File: src/rtl/sr_latch_driver.sv
// sr_latch_driver: clocked front end for an SR latch. Turns each accepted
// "set latch to v" request into a clean s or r pulse, waits a gap, verifies
// q/qbar, retries up to MAX_RETRY times and raises a sticky err on give-up.
//
// Ports:
//   clk, rst           clock, asynchronous active-high reset
//   req_valid/req_val  request handshake in, target value
//   req_ready          high while idle and able to accept
//   s, r               registered latch drives, never high together
//   q_fb, qbar_fb      latch read-back, sampled in CHECK
//   done               one-cycle pulse on a verified request
//   err                sticky, set when retries are exhausted
//   busy               request in progress
//
// Optional: define SR_DRV_SKIP_EN to complete a request immediately
// (no pulse) when the latch already holds the requested value.
module sr_latch_driver #(
   parameter int PULSE_W   = 2,
   parameter int GAP_W     = 1,
   parameter int MAX_RETRY = 3
) (
   input  logic clk,
   input  logic rst,
   input  logic req_valid,
   input  logic req_val,
   output logic req_ready,
   output logic s,
   output logic r,
   input  logic q_fb,
   input  logic qbar_fb,
   output logic done,
   output logic err,
   output logic busy
);

   typedef enum logic [1:0] {
      IDLE,
      DRIVE,
      GAP,
      CHECK
   } state_t;

   localparam logic [3:0] PW = 4'(PULSE_W);
   localparam logic [3:0] GW = 4'(GAP_W);
   localparam logic [2:0] MR = 3'(MAX_RETRY);

   state_t     state_q, state_d;
   logic [3:0] cnt_q, cnt_d;
   logic [2:0] att_q, att_d;
   logic       tgt_q, tgt_d;
   logic       s_q, s_d;
   logic       r_q, r_d;
   logic       done_q, done_d;
   logic       err_q, err_d;
   logic       busy_q, busy_d;
   logic       skip_q, skip_d;

   logic       accept;
   logic       fb_ok;
   logic       skip_hit;

`ifdef SR_DRV_SKIP_EN
   assign skip_hit = (q_fb == req_val) && (qbar_fb == ~req_val);
`else
   assign skip_hit = 1'b0;
`endif

   // skip_q blocks a new accept during the done cycle of a skipped request
   assign req_ready = (state_q == IDLE) && !skip_q;
   assign accept    = req_valid && req_ready;
   // q_fb == qbar_fb can never satisfy both terms, so it counts as a fail
   assign fb_ok     = (q_fb == tgt_q) && (qbar_fb == ~tgt_q);

   always_comb begin
      state_d = state_q;
      cnt_d   = cnt_q;
      att_d   = att_q;
      tgt_d   = tgt_q;
      s_d     = s_q;
      r_d     = r_q;
      done_d  = 1'b0;
      err_d   = err_q;
      busy_d  = busy_q;
      skip_d  = 1'b0;
      unique case (state_q)
         IDLE: begin
            if (accept) begin
               tgt_d = req_val;
               if (skip_hit) begin
                  done_d = 1'b1;
                  skip_d = 1'b1;
               end else begin
                  state_d = DRIVE;
                  cnt_d   = PW;
                  att_d   = 3'd0;
                  s_d     = req_val;
                  r_d     = ~req_val;
                  busy_d  = 1'b1;
               end
            end
         end
         DRIVE: begin
            if (cnt_q == 4'd1) begin
               state_d = GAP;
               cnt_d   = GW;
               s_d     = 1'b0;
               r_d     = 1'b0;
            end else begin
               cnt_d = cnt_q - 4'd1;
            end
         end
         GAP: begin
            if (cnt_q == 4'd1) begin
               state_d = CHECK;
            end else begin
               cnt_d = cnt_q - 4'd1;
            end
         end
         CHECK: begin
            if (fb_ok) begin
               state_d = IDLE;
               done_d  = 1'b1;
               busy_d  = 1'b0;
            end else if (att_q == MR) begin
               state_d = IDLE;
               err_d   = 1'b1;
               busy_d  = 1'b0;
            end else begin
               state_d = DRIVE;
               att_d   = att_q + 3'd1;
               cnt_d   = PW;
               s_d     = tgt_q;
               r_d     = ~tgt_q;
            end
         end
         default: begin
            state_d = IDLE;
            s_d     = 1'b0;
            r_d     = 1'b0;
            busy_d  = 1'b0;
         end
      endcase
   end

   always_ff @(posedge clk or posedge rst) begin
      if (rst) begin
         state_q <= IDLE;
         cnt_q   <= 4'd0;
         att_q   <= 3'd0;
         tgt_q   <= 1'b0;
         s_q     <= 1'b0;
         r_q     <= 1'b0;
         done_q  <= 1'b0;
         err_q   <= 1'b0;
         busy_q  <= 1'b0;
         skip_q  <= 1'b0;
      end else begin
         state_q <= state_d;
         cnt_q   <= cnt_d;
         att_q   <= att_d;
         tgt_q   <= tgt_d;
         s_q     <= s_d;
         r_q     <= r_d;
         done_q  <= done_d;
         err_q   <= err_d;
         busy_q  <= busy_d;
         skip_q  <= skip_d;
      end
   end

   assign s    = s_q;
   assign r    = r_q;
   assign done = done_q;
   assign err  = err_q;
   assign busy = busy_q;

endmodule

File: config.mk
export PLATFORM = sky130hd
export DESIGN_NAME = sr_latch_driver
export DESIGN_NICKNAME = d
export VERILOG_FILES = /design/src/rtl/sr_latch_driver.sv
export SDC_FILE = /design/constraint.sdc
export NUM_CORES = 1
export LEC_CHECK = 0
export CAP_MARGIN = 20
export CORE_MARGIN = 2
export CORE_UTILIZATION = 40
export DETAILED_ROUTE_END_ITERATION = 8
export GPL_ROUTABILITY_DRIVEN = 0
export PLACE_DENSITY_LB_ADDON = 0.2
export SLEW_MARGIN = 20
export SYNTH_ARGS = -nofsm -noshare
export SYNTH_HDL_FRONTEND = slang
export SYNTH_SLANG_ARGS = --single-unit
File: constraint.sdc
create_clock -name clk -period 2.4 [get_ports clk]
set_input_delay 0.48 -clock clk [delete_from_list [all_inputs] [get_ports clk]]
set_output_delay 0.48 -clock clk [all_outputs]
set_load 0.02 [all_outputs]
==> results.sh <==
export IMPL_hold_buffers=0
export IMPL_hp_class="reg2reg"
export IMPL_grt_pass1_vias=692
export IMPL_synthFlopType="dfrtp_1"
export IMPL_cp_end_kind="output pin"
export IMPL_top_register="cnt_q"
export IMPL_wl_per_cell_microns=13.11
export IMPL_io_pin_count=12
export IMPL_critPathLaunchType="flop"
export IMPL_initial_utilization_pct=42.80
export IMPL_viasPerCell=5.433
export IMPL_period_needed_ns=2.241
export IMPL_dp_hpwl_microns=1393
export IMPL_cts_tree="done"
export IMPL_multi_input_area_sq_um=541.8
export IMPL_synth_edf_count=0
export IMPL_r2r_worst_path_cells=6
export IMPL_yosysUniqueCellTypes=36
export IMPL_synth_nets=107
export IMPL_grt_max_degree=16
export IMPL_clockBufferDepth=2
export IMPL_numClockSinks=15
export IMPL_syn_inst=92
export IMPL_crit_path_end="req_ready"
export IMPL_num_vias=728
export IMPL_synth_warnings=0
export IMPL_drive_gt1_share_pct=15.09
export IMPL_reg_top3="cnt_q: 4 flops, att_q: 3 flops, state_q: 2 flops"
export IMPL_reg2reg_slack_ns=0.42
export IMPL_cts_resized=0
export IMPL_stdcell_area_sq_um=1124
export IMPL_setup_violations=0
export IMPL_grt_pass1_wl_microns=3001
export IMPL_port_buffers=11
export IMPL_drt_iter0_drc=15
export IMPL_tightest_slew_ns=0.5802
export IMPL_root_buffer="clkbuf_4"
export IMPL_htreeDepth=1
export IMPL_cts_buffers=3
export IMPL_total_power_mw=1.506
export IMPL_powerDensity_nw_per_um2=1340
export IMPL_wl_met2_microns=788
export IMPL_fin_skew_ns=0.005912
export IMPL_fp_dieW_microns=52.89
export IMPL_dp_cells=130
export IMPL_area_delta_synth_final_pct=17.54
export IMPL_max_freq_mhz=446.1
export IMPL_nFillCells=212
export IMPL_finalCritPeriodShare_pct=93.39
export IMPL_outcome="completed"
export IMPL_synth_seq_cells=15
export IMPL_regArea_sq_um=375.4
export IMPL_crit_type="reg2out"
export IMPL_largest_reg_flops=4
export IMPL_cp_required_ns=1.92
export IMPL_p_leak_nw=0.5080
export IMPL_first_pass_iters=4
export IMPL_antenna_left=0
export IMPL_fin_cells=134
export IMPL_fin_nets=122
export IMPL_antenna_found_initial=0
export IMPL_rsz0062_at_grt="no"
export IMPL_hold_slack_ns=0.4759
export IMPL_clk_latency_ns=0.28
export IMPL_placed_area_sq_um=1096
export IMPL_slew_viol_final=0
export IMPL_die_y_microns=52.89
export IMPL_grtUsageTotal_pct=14.65
export IMPL_crit_start="state_q[0]"
export IMPL_cp_max_fo=5
export IMPL_reg2reg_from="state_q[0]"
export IMPL_cp_arrival_ns=1.76
export IMPL_synth_seq_area_share_pct=39.27
export IMPL_overflow=0
export IMPL_syn_area_sq_um=955.9
export IMPL_maxCapViolations=0
export IMPL_wl_met1_microns=882
export IMPL_yosysTopAreaCellShare_pct=39.27
export IMPL_num_rows=17
export IMPL_post_cts_buffers=0
export IMPL_die_area_sq_um=2797
export IMPL_yosysTopAreaCell="dfrtp_1"
export IMPL_n_antenna_cell=0
export IMPL_drc_errors=0
export IMPL_clk_pin_slew_ns=0.09
export IMPL_timing_hold_violations_final=0
export IMPL_slew_headroom_pct=61.28
export IMPL_highest_layer="met4"
export IMPL_fin_tns_setup_ns=0
export IMPL_totalWireLength_microns=1757
export IMPL_yosys_top_cells_area="dfrtp_1 (39%), ha_1 (12%), o21ai_0 (3.7%), inv_1 (3.5%), mux2_4 (3.1%)"
export IMPL_core_sq_um=2233
export IMPL_r2r_end="cnt_q[1]"
export IMPL_wl_met3_microns=75
export IMPL_async_flop_share_pct=100.0
export IMPL_ir_drop_uv=651.5
export IMPL_syn_area_per_cell_sq_um=10.39
kinds of logic (layout without fill, tap and decap cells):
family / after synthesis / after routing / share of synthesized area, %
AND/OR/NAND/NOR: 28 / 28 / 18.07
AO/OA/AOI/OAI: 26 / 26 / 21.34
flip-flops: 15 / 15 / 39.27
buffers and inverters: 10 / 24 / 4.057
adder cells (fa/ha/maj): 9 / 9 / 11.78
multiplexers: 4 / 4 / 5.497
synth_stat cells, drive strengths merged, types with 2 or more instances:
| cell | instances |
|---|---|
| dfrtp | 15 |
| nand2 | 8 |
| a21oi | 5 |
| a31oi | 2 |
| ha | 9 |
| o21ai | 7 |
| nor2 | 6 |
| o22ai | 2 |
| o31ai | 2 |
| inv | 9 |
| mux2 | 4 |
| a32o | 2 |
cell type report:
type,count,share of cell area [%]
clock inverter,1,0.4454
inverter,9,3.007
multi-input combinational,67,48.22
sequential,15,33.41
timing repair buffer,11,9.800
clock buffer,3,2.004
tap,28,3.118
power breakdown:
| part | switching, mW | total (mW) | internal (mW) | leakage [nW] |
|---|---|---|---|---|
| Sequential | 0.105 | 0.469 | 0.364 | 0.191 |
| Clock | 0.0770 | 0.139 | 0.0617 | 0.0177 |
| Combinational | 0.465 | 0.898 | 0.433 | 0.300 |
layout by cell type (no fill, tap or decap), types with 2 or more instances in the layout:
cell type | netlist | layout
clkbuf_4 | 0 | 3
o21ai_0 | 7 | 7
a31oi_1 | 2 | 2
a21oi_1 | 4 | 4
a32o_1 | 2 | 2
clkdlybuf4s50_1 | 0 | 11
dfrtp_1 | 15 | 15
nand2_1 | 7 | 7
inv_1 | 9 | 9
o22ai_1 | 2 | 2
nor2_1 | 6 | 6
ha_1 | 9 | 9
o31ai_1 | 2 | 2
mux2_4 | 2 | 2
mux2_2 | 2 | 2
routing by layer:
| metal | GRT usage, % | up-vias |
|---|---|---|
| met5 | 0 | - |
| met4 | 2.564 | 0 |
| met3 | 5.085 | 2 |
| met2 | 23.96 | 10 |
| met1 | 18.86 | 353 |
| li1 | - | 363 |
through the flow:
step                setup slack (ns)  util [%]
floorplan                     0.5250         -
global placement              0.2538     49.08
detailed placement            0.2142     49.08
CTS                           0.1409     50.31
global route                 0.05489     50.31
finish                        0.1585     50.31
worst min-delay path by stage:
stage               startpoint       end  slack [ns]  cells past startpoint
finish                     err       err        0.48                      1
global route               err       err        0.50                      1
CTS                   att_q[0]  att_q[0]        0.48                      1
detailed placement         err       err        0.46                      1
global placement           err       err        0.46                      1
floorplan                  rst  att_q[0]        0.38                      1
critical path, stage by stage (launching register included):
cell and delay [ns]:
dfrtp_1 0.43, inv_1 0.12, ha_1 0.28, clkdlybuf4s50_1 0.64
(Power assumes the default switching activity.)
